$ cat src/rtl/issue_control.sv
// issue_control: decode/issue sequencer with a read-after-write scoreboard and a HALT state.
// Define ISSUE_PERF_EN to add the issue_cnt / stall_cnt performance counters.
module issue_control #(
  parameter int PIPE_DEPTH = 2
) (
  input  logic        clk,
  input  logic        rst,
  input  logic        instr_valid,
  input  logic [15:0] instr_data,
  output logic        instr_ready,
  input  logic        resume,
  output logic [3:0]  ra_addr,
  output logic [3:0]  rb_addr,
  output logic [1:0]  aluctr,
  output logic        s2ctr,
  output logic        we,
  output logic [3:0]  rdest_r,
  output logic [15:0] im16,
  output logic        halted,
  output logic        err_illegal
`ifdef ISSUE_PERF_EN
  ,
  output logic [15:0] issue_cnt,
  output logic [15:0] stall_cnt
`endif
);

  typedef enum logic {ST_RUN = 1'b0, ST_HALTED = 1'b1} state_e;

  state_e state_q, state_d;

  logic [3:0]  op_s, rd_s, rs_s;
  logic [7:0]  imm8_s;
  logic        is_alu_s, is_ldi_s, is_halt_s, is_ill_s;
  logic        hazard_s, xfer_s, halted_d;

  logic [3:0]  ra_q, ra_d, rb_q, rb_d, rdest_q, rdest_d;
  logic [1:0]  aluctr_q, aluctr_d;
  logic        s2ctr_q, s2ctr_d, we_q, we_d, halted_q, err_q, err_d;
  logic [15:0] im16_q, im16_d;

  logic [PIPE_DEPTH-1:0]      sb_v_q, sb_v_d;
  logic [PIPE_DEPTH-1:0][3:0] sb_reg_q, sb_reg_d;

  assign op_s   = instr_data[15:12];
  assign rd_s   = instr_data[11:8];
  assign rs_s   = instr_data[7:4];
  assign imm8_s = instr_data[7:0];
  assign xfer_s = instr_valid & instr_ready;

  // Opcode class decode of the candidate word
  always_comb begin
    is_alu_s  = 1'b0;
    is_ldi_s  = 1'b0;
    is_halt_s = 1'b0;
    is_ill_s  = 1'b0;
    case (op_s)
      4'h0:                      is_alu_s  = 1'b0;
      4'h1, 4'h2, 4'h3, 4'h4:    is_alu_s  = 1'b1;
      4'h8:                      is_ldi_s  = 1'b1;
      4'hF:                      is_halt_s = 1'b1;
      default:                   is_ill_s  = 1'b1;
    endcase
  end

  // Only ALU ops read registers, so only they can collide with a pending write
  always_comb begin
    hazard_s = 1'b0;
    for (int i = 0; i < PIPE_DEPTH; i++) begin
      hazard_s = hazard_s | (sb_v_q[i] & ((sb_reg_q[i] == rd_s) | (sb_reg_q[i] == rs_s)));
    end
    hazard_s = hazard_s & is_alu_s;
  end

  // FSM state register
  always_ff @(posedge clk or posedge rst) begin
    if (rst) begin
      state_q <= ST_RUN;
    end else begin
      state_q <= state_d;
    end
  end

  // FSM next state
  always_comb begin
    state_d = state_q;
    case (state_q)
      ST_RUN: begin
        if (xfer_s && is_halt_s) state_d = ST_HALTED;
        else                     state_d = ST_RUN;
      end
      ST_HALTED: begin
        if (resume) state_d = ST_RUN;
        else        state_d = ST_HALTED;
      end
      default: state_d = ST_RUN;
    endcase
  end

  // FSM outputs; ready is held low while rst is asserted so every output reads 0
  always_comb begin
    instr_ready = (state_q == ST_RUN) & ~hazard_s & ~rst;
    halted_d    = (state_d == ST_HALTED);
  end

  // Decode of the transferred word and scoreboard shift
  always_comb begin
    ra_d     = ra_q;
    rb_d     = rb_q;
    aluctr_d = aluctr_q;
    rdest_d  = rdest_q;
    im16_d   = im16_q;
    err_d    = err_q;
    we_d     = 1'b0;
    s2ctr_d  = 1'b0;
    if (xfer_s) begin
      if (is_alu_s) begin
        we_d     = 1'b1;
        aluctr_d = op_s[1:0] - 2'd1;
        rdest_d  = rd_s;
        ra_d     = rd_s;
        rb_d     = rs_s;
      end else if (is_ldi_s) begin
        we_d     = 1'b1;
        s2ctr_d  = 1'b1;
        aluctr_d = 2'b00;
        rdest_d  = rd_s;
        im16_d   = {{8{imm8_s[7]}}, imm8_s};
      end else if (is_ill_s) begin
        err_d    = 1'b1;
      end else begin
        err_d    = err_q;
      end
    end else begin
      err_d = err_q;
    end
    sb_v_d[0]   = we_d;
    sb_reg_d[0] = rdest_d;
    for (int i = 1; i < PIPE_DEPTH; i++) begin
      sb_v_d[i]   = sb_v_q[i-1];
      sb_reg_d[i] = sb_reg_q[i-1];
    end
  end

  // Registered issue outputs and scoreboard
  always_ff @(posedge clk or posedge rst) begin
    if (rst) begin
      ra_q     <= 4'd0;
      rb_q     <= 4'd0;
      aluctr_q <= 2'd0;
      s2ctr_q  <= 1'b0;
      we_q     <= 1'b0;
      rdest_q  <= 4'd0;
      im16_q   <= 16'd0;
      halted_q <= 1'b0;
      err_q    <= 1'b0;
      sb_v_q   <= '0;
      sb_reg_q <= '0;
    end else begin
      ra_q     <= ra_d;
      rb_q     <= rb_d;
      aluctr_q <= aluctr_d;
      s2ctr_q  <= s2ctr_d;
      we_q     <= we_d;
      rdest_q  <= rdest_d;
      im16_q   <= im16_d;
      halted_q <= halted_d;
      err_q    <= err_d;
      sb_v_q   <= sb_v_d;
      sb_reg_q <= sb_reg_d;
    end
  end

  assign ra_addr     = ra_q;
  assign rb_addr     = rb_q;
  assign aluctr      = aluctr_q;
  assign s2ctr       = s2ctr_q;
  assign we          = we_q;
  assign rdest_r     = rdest_q;
  assign im16        = im16_q;
  assign halted      = halted_q;
  assign err_illegal = err_q;

`ifdef ISSUE_PERF_EN
  logic [15:0] issue_cnt_q, stall_cnt_q;

  // Performance counters, both wrap naturally at 16 bits
  always_ff @(posedge clk or posedge rst) begin
    if (rst) begin
      issue_cnt_q <= 16'd0;
      stall_cnt_q <= 16'd0;
    end else begin
      issue_cnt_q <= issue_cnt_q + {15'd0, we_d};
      stall_cnt_q <= stall_cnt_q + {15'd0, (instr_valid & (state_q == ST_RUN) & hazard_s)};
    end
  end

  assign issue_cnt = issue_cnt_q;
  assign stall_cnt = stall_cnt_q;
`endif

endmodule

$ cat config.mk
export PLATFORM = sky130hd
export DESIGN_NAME = issue_control
export DESIGN_NICKNAME = d
export VERILOG_FILES = /design/src/rtl/issue_control.sv
export SDC_FILE = /design/constraint.sdc
export NUM_CORES = 1
export LEC_CHECK = 0
export ABC_AREA = 1
export BUFFER_PORTS_ARGS = -buffer_cell sky130_fd_sc_hd__buf_2
export CAP_MARGIN = 15
export CORE_UTILIZATION = 45
export CTS_CLUSTER_SIZE = 20
export DETAILED_ROUTE_END_ITERATION = 10
export GPL_TIMING_DRIVEN = 0
export PLACE_DENSITY = 0.74
export SLEW_MARGIN = 20
export SYNTH_ARGS = -nofsm -noshare
export SYNTH_HDL_FRONTEND = slang
export SYNTH_SLANG_ARGS = --single-unit
$ cat constraint.sdc
create_clock -name clk -period 1.4 [get_ports clk]
set_input_delay 0.07 -clock clk [delete_from_list [all_inputs] [get_ports clk]]
set_output_delay 0.07 -clock clk [all_outputs]
set_load 0.01 [all_outputs]
==> metrics.csv, run 1 <==
stage,metric,value,unit
global_routing,largest net degree at the start of global routing,32,
clock_network,Clock Sinks,31,
sta,Final Hold Viols,0,
floorplan,die extent in x,64.9,um
floorplan,die area,4220,um^2
global_routing,vias in the first global route,1425,
power_and_ir_drop,power density over the cells,1220,nW/um^2
yosys,ranking of synthesized cells by area,"dfrtp_1, nand2_1, buf_4",
global_routing,grt met2 use,31.5,%
placed_design,half-perimeter wire length after placement,2650,um
power_and_ir_drop,Clk pwr share,25.6,%
status,status,finished with violations,
setup_path,critical path data arrival time,1.56,ns
cells_and_area,layout cells sized above 1,49.2,%
sta,RSZ-0062 raised after global routing,true,
drt,final wirelength,3860,um
sta,final setup fails,27,
yosys,post-synthesis cell type count,26,
sta,skew final,0.00268,ns
drt,Avg WL per Cell,11.2,um
setup_path,crit-path max FO,3,
yosys,sequential-to-total area share from yosys stat,43.5,%
power_and_ir_drop,static leakage,0.00140,uW
sta,final slew viol count,0,
drt,Initial DRC Count,64,
power_and_ir_drop,sw power,983,uW
drt,routed via count,1615,
cells_and_area,final core occ,65.9,%
cells_and_area,Area Growth Syn to Fin,37.5,%
cells_and_area,Diodes inserted,0,
yosys,leading area contributor after synthesis,dfrtp_1,
sta,actual slew at the worst max-slew pin,0.652,ns
sta,Max Freq,0.615,GHz
setup_path,Startpoint Class,flip-flop,
clock_network,CTS tree,yes,
global_routing,Overflow after GRT,0,
drt,Post-DRT Antenna Nets,0,
drt,DRC Markers,0,
cells_and_area,final std cells w/o fill,345,
setup_path,cells traversed along the worst timing path,inv_1 -> nand2_1 -> nand2_1 -> nor2_1 -> nand2_1 -> nand2_2 -> nand2_2 -> nand2_4 -> a21oi_4 -> buf_6 -> buf_6,
setup_path,worst path required time,1.33,ns
floorplan,num ports,55,
power_and_ir_drop,internal cell power,2000,uW
power_and_ir_drop,Combinational Power Share,33.8,%
worst_hold_path,Hold/Removal Path Class,in -> reg,
sta,setup TNS,-3.88,ns
yosys,Synth Register Bits,31,
placed_design,DP Cell Count,323,
setup_path,r2r setup slk,-0.18,ns
sta,Tmin final,1.63,ns
power_and_ir_drop,Sequential Power Share,40.6,%
sta,relative slew slack,56.5,%
power_and_ir_drop,worst IR drop on VDD,0.613,mV
yosys,Post-Syn Instances,222,
setup_path,CP max-delay cell,dfrtp_1,
drt,Pre-antenna DRT Iters,4,
sta,fin crit share,116,%
clock_network,clock buffer depth,2,
setup_path,"slowest stage delay, CP",0.39,ns
setup_path,Setup CP Type,reg -> out,
cells_and_area,fillcell total,315,
yosys,warnings from Yosys,0,
global_routing,GR Util met3,6.34,%
status,failing checks,setup timing,
setup_path,endpoint class of the critical path,primary output,
run,MaxCap Viol Count,0,
clock_network,"CTS clk-pin slew, worst paths",0.06,ns
sta,Final Worst Setup Slack,-0.227,ns
placed_design,Area after DPL,2110,um^2
placed_design,RePlAce Congestion,0.833,
clock_network,Num CTS Buffers,5,
power_and_ir_drop,switching part of the total,32.9,%
clock_network,clock latency on the worst-skew pair,0.28,ns
clock_network,H-tree depth,2,
floorplan,core outline area,3720,um^2
global_routing,GR peak layer,met2,
floorplan,initial core utilization,47.9,%
global_routing,grt met1 use,27.3,%
cells_and_area,nets,320,
yosys,mapped cell area,1780,um^2
floorplan,Die Height,64.9,um
drt,Via density,4.68,
cells_and_area,final design area excluding fillers,2450,um^2
yosys,Mapped Nets,246,
yosys,post-synth top area share,43.5,%
yosys,mean post-synth cell area,8.03,um^2
setup_path,"most used cell, CP",nand2_1,
placed_design,I/O Buffers,53,
global_routing,initial antenna violation count,0,
floorplan,Cell Rows,22,
clock_network,CTS root buffer,clkbuf_8,
global_routing,total global-route track usage,20.4,%
global_routing,global-route wire length before repair,6470,um
==> repair_timing <==
item	in CTS	in global routing
pin swaps	1	13
setup buffers	9	3
hold buffers	1	0
resized for setup	14	21
cloned	1	0
endpoints found under the hold margin	31	0
setup endpoints to repair	26	27
==> state kept, by name (all words and copies together), names as in the netlist <==
register     flops
im16             8
halted           1
s2ctr            1
aluctr           2
sb_v_q           2
sb_reg_d         4
err_illegal      1
ra_addr          4
rb_addr          4
sb_reg_q         4
==> logic make-up after synthesis <==
family                   share of synthesized area, %
buffers and inverters                            13.4
AO/OA/AOI/OAI                                    5.83
AND/OR/NAND/NOR                                  34.4
flip-flops                                       43.5
adder cells (fa/ha/maj)                          2.81
==> cell usage in the layout, fill, tap and decap left out, types with 3 or more instances in the layout <==
cell type / n
buf_2: 53
nand2_2: 8
nand4_4: 4
nor2_1: 8
nand2_4: 10
o21ai_2: 9
inv_2: 21
ha_1: 4
clkbuf_8: 7
nand4_1: 12
dfrtp_1: 30
nand2_1: 82
buf_4: 21
nor2_4: 3
buf_6: 4
inv_1: 7
==> routing by layer <==
metal	wire (um)	share of wire, %	vias up
met4	27	0.70	0
met5	0	0	-
met3	248	6.4	2
met2	1880	49	59
li1	-	-	830
met1	1710	44	724
==> worst paths after layout <==
| kind | startpoint | cells after the start | endpoint |
|---|---|---|---|
| worst max-delay path | sb_reg_q[4] | 11 | instr_ready |
| worst min-delay path | instr_data[0] | 3 | im16[0] |
| worst max register to register | sb_reg_q[4] | 13 | sb_reg_d[5] |
| worst min register to register | sb_v_q[0] | 0 | sb_v_q[1] |
| max in group asynchronous | rst | 3 | sb_reg_d[5] |
| min in group asynchronous | rst | 3 | halted |
==> cells in the mapped netlist (all sizes together) <==
library cell / n
a21oi: 1
buf: 16
clkinv: 1
dfrtp: 31
ha: 4
inv: 28
nand2: 100
nand3: 1
nand4: 15
nor2: 12
nor4: 1
o21ai: 10
o21bai: 1
or2: 1
==> cell type report <==
cell class / instances / area (um^2) / area share (%)
Multi-Input combinational cell: 147 / 882 / 36.0
Sequential cell: 31 / 777 / 31.7
Timing Repair Buffer: 66 / 392 / 16.0
Buffer: 16 / 130 / 5.31
Inverter: 29 / 109 / 4.44
Clock buffer: 8 / 100 / 4.09
Tap cell: 48 / 60.1 / 2.45
==> critical path, delay by kind of cell (launching register included) <==
| family | cells | cell delay (ns) |
|---|---|---|
| AND/OR/NAND/NOR | 7 | 0.45 |
| buffers and inverters | 3 | 0.28 |
| flip-flops | 1 | 0.39 |
| AO/OA/AOI/OAI | 1 | 0.15 |
==> power groups by stage <==
stage               Sequential (uW)  Clock, uW  Combinational [uW]
global route                   1240        841                1130
finish                         1210        765                1010
global placement               1200          0                 857
detailed placement             1210          0                 872
CTS                            1200        779                 980
floorplan                      1250          0                 528
==> through the flow <==
stage | setup WS [ns] | total power (uW) | hold WS, ns
after detailed placement | -0.185 | 2080 | 0.223
after floorplan | -0.00783 | 1780 | 0.174
final | -0.227 | 2990 | 0.0377
after global routing | -0.330 | 3210 | 0.0287
after CTS | -0.231 | 2960 | 0.0252
after global placement | -0.148 | 2060 | 0.307
(Power assumes the default switching activity.)
==> run 2: changes to the inputs <==
--- a/config.mk
+++ b/config.mk
@@ -8,11 +8,15 @@
 export ABC_AREA = 1
 export BUFFER_PORTS_ARGS = -buffer_cell sky130_fd_sc_hd__buf_2
 export CAP_MARGIN = 15
-export CORE_UTILIZATION = 45
+export CELL_PAD_IN_SITES_DETAIL_PLACEMENT = 1
+export CELL_PAD_IN_SITES_GLOBAL_PLACEMENT = 2
+export CORE_MARGIN = 3
+export CORE_UTILIZATION = 26
 export CTS_CLUSTER_SIZE = 20
 export DETAILED_ROUTE_END_ITERATION = 10
 export GPL_TIMING_DRIVEN = 0
-export PLACE_DENSITY = 0.74
+export PLACE_DENSITY_LB_ADDON = 0.1
+export SKIP_CTS_REPAIR_TIMING = 1
 export SLEW_MARGIN = 20
 export SYNTH_ARGS = -nofsm -noshare
 export SYNTH_HDL_FRONTEND = slang
==> run 2 against run 1 <==
Effect of this change: the run still ends with setup timing left; first-iteration DRC count fell by 66%; combinational power fell by 5%; worst setup slack got worse by 0.050 ns; sequential share of layout area rose by 1.4 points; via count fell by 0.25%; non-clock buffer count fell by 4; cell area fell by 3.9%; critical path type unchanged; highest routed layer unchanged.
==> metrics.csv, run 2 (same netlist as run 1, synthesis figures left out) <==
stage,metric,value,unit,change
setup_path,"slowest stage delay, CP",0.40,ns,about the same
status,failing checks,setup timing,,
sta,fin crit share,120,%,+3.6 points
power_and_ir_drop,static leakage,0.00135,uW,-3.7%
cells_and_area,layout cells sized above 1,45.5,%,-3.6 points
floorplan,initial core utilization,27.4,%,-21 points
clock_network,"CTS clk-pin slew, worst paths",0.07,ns,about the same
setup_path,critical path data arrival time,1.61,ns,+0.05 ns
setup_path,Reg2Reg Depth,7,,-6
placed_design,half-perimeter wire length after placement,3590,um,+35%
floorplan,core outline area,6490,um^2,+75%
clock_network,H-tree depth,2,,unchanged
setup_path,r2r setup slk,-0.19,ns,about the same
setup_path,crit-path max FO,5,,+2
global_routing,global-route wire length before repair,7510,um,+16%
clock_network,Clock Sinks,31,,unchanged
setup_path,Crit Reg-Reg Startpoint,halted,,
cells_and_area,"commonest non-fill, non-tap cells in the layout","nand2_1, buf_2, dfrtp_1",,
clock_network,clock latency on the worst-skew pair,0.28,ns,about the same
clock_network,CTS root buffer,clkbuf_8,,
sta,Hold Slack,0.0269,ns,-0.0108 ns
setup_path,CP endpoint,instr_ready,,
drt,routed via count,1611,,-0.25%
power_and_ir_drop,worst IR drop on VDD,0.350,mV,-43%
sta,relative slew slack,52.6,%,-3.9 points
placed_design,RePlAce Congestion,0.676,,-19%
setup_path,endpoint class of the critical path,primary output,,
sta,Max Freq,0.596,GHz,-3.0%
drt,Initial DRC Count,22,,-66%
cells_and_area,nets,316,,-1.3%
sta,Tmin final,1.68,ns,+0.0500 ns
floorplan,num ports,55,,unchanged
floorplan,Die Height,88.8,um,+37%
sta,Final Worst Setup Slack,-0.277,ns,-0.0500 ns
cells_and_area,Diodes inserted,0,,unchanged
clock_network,clock buffer depth,2,,unchanged
placed_design,I/O Buffers,53,,unchanged
run,MaxCap Viol Count,0,,unchanged
sta,Final Hold Viols,0,,unchanged
setup_path,CP max-delay cell,dfrtp_1,,
cells_and_area,FF/Latch Area,781,um^2,+0.48%
sta,final slew viol count,0,,unchanged
sta,RSZ-0062 raised after global routing,true,,
drt,final wirelength,4700,um,+22%
worst_hold_path,Hold/Removal Path Class,in -> reg,,
sta,actual slew at the worst max-slew pin,0.711,ns,+0.0586 ns
cells_and_area,fillcell total,810,,+160%
sta,skew final,0.00409,ns,+0.00141 ns
global_routing,largest net degree at the start of global routing,32,,unchanged
cells_and_area,area of the multi-input gates,810,um^2,-8.2%
sta,final setup fails,26,,-3.7%
drt,DRC Markers,0,,unchanged
setup_path,worst path required time,1.33,ns,about the same
worst_hold_path,HP Start,resume,,
clock_network,CTS tree,yes,,
floorplan,Cell Rows,29,,+32%
setup_path,Startpoint Class,flip-flop,,
global_routing,total global-route track usage,12.6,%,-7.8 points
floorplan,die extent in x,88.8,um,+37%
clock_network,Num CTS Buffers,5,,unchanged
cells_and_area,"most common cell after layout, fill and taps aside",nand2_1,,
drt,Post-DRT Antenna Nets,0,,unchanged
setup_path,"most used cell, CP",buf_6,,
setup_path,worst setup path startpoint,halted,,
floorplan,die area,7880,um^2,+87%
global_routing,initial antenna violation count,0,,unchanged
setup_path,cells traversed along the worst timing path,nor2_2 -> inv_1 -> a21oi_4 -> buf_6 -> buf_6,,
setup_path,Setup CP Type,reg -> out,,
global_routing,vias in the first global route,1568,,+10%
status,status,finished with violations,,
placed_design,Area after DPL,2140,um^2,+1.7%
cells_and_area,Area Growth Syn to Fin,32.2,%,
setup_path,RR Endpoint,sb_reg_d[7],,
drt,Via density,4.37,,-6.7%
cells_and_area,max reg flops,8,,unchanged
drt,Avg WL per Cell,12.7,um,+14%
cells_and_area,final design area excluding fillers,2350,um^2,-3.9%
drt,Pre-antenna DRT Iters,4,,unchanged
global_routing,Overflow after GRT,0,,unchanged
power_and_ir_drop,power density over the cells,1220,nW/um^2,+0.46%
[run 2: changes by cell type in the layout (fill, tap and decap cells not counted), moves of 2 or more]
cell / previous run / this run
dfrtp_2: 1 / 4
inv_2: 21 / 18
buf_6: 4 / 2
dfrtp_1: 30 / 27
nand2_4: 10 / 3
nand2_1: 82 / 90
inv_1: 7 / 10
[run 2: layout make-up]
cell class | instances | area share, %
buffer | 16 | 5.53
clock buffer | 6 | 3.51
clock inverter | 1 | 0.213
inverter | 29 | 4.62
multi-input combinational | 147 | 34.4
sequential | 31 | 33.2
tap | 77 | 4.09
timing repair buffer | 62 | 14.5
[run 2: worst min-delay path by stage]
stage	depth (start not counted)	end
2_1_floorplan	1	aluctr[0]
3_3_place_gp	3	im16[3]
3_5_place_dp	2	halted
4_1_cts	2	im16[3]
5_1_grt	4	halted
6_report	4	halted
[run 2: per-layer routing]
metal  GRT usage, %  share of wire [%]  up-vias
li1               -                  -      815
met1           16.6                 47      749
met2           20.2                 48       39
met3           2.51                4.0        8
met4           4.95                1.6        0
met5              0                  0        -
[run 2: where the power goes]
group / switching [uW] / internal (uW) / leakage (uW) / total, uW
logic: 506 / 449 / 0.000911 / 955
clock network: 345 / 386 / 0.0000470 / 731
registers: 132 / 1070 / 0.000389 / 1200
[run 2: stage by stage]
stage / total power [uW] / TNS, ns / std cells / utilization, % / setup WS (ns)
2_1_floorplan: 1780 / -0.0157 / 222 / - / -0.00783
3_3_place_gp: 2100 / -4.64 / 352 / 33.0 / -0.235
6_report: 2880 / -3.37 / 369 / 36.3 / -0.277
5_1_grt: 3100 / -7.88 / 369 / 36.3 / -0.421
3_5_place_dp: 2120 / -4.99 / 352 / 33.0 / -0.232
4_1_cts: 2870 / -4.97 / 359 / 34.3 / -0.418
[run 2: critical path, delay by kind of cell, from the launching register on]
| kind | cells | cell delay (ns) |
|---|---|---|
| DFF | 1 | 0.40 |
| AOI/OAI and AO/OA | 1 | 0.17 |
| and+or+nand+nor | 1 | 0.39 |
| buffers and inverters | 3 | 0.35 |
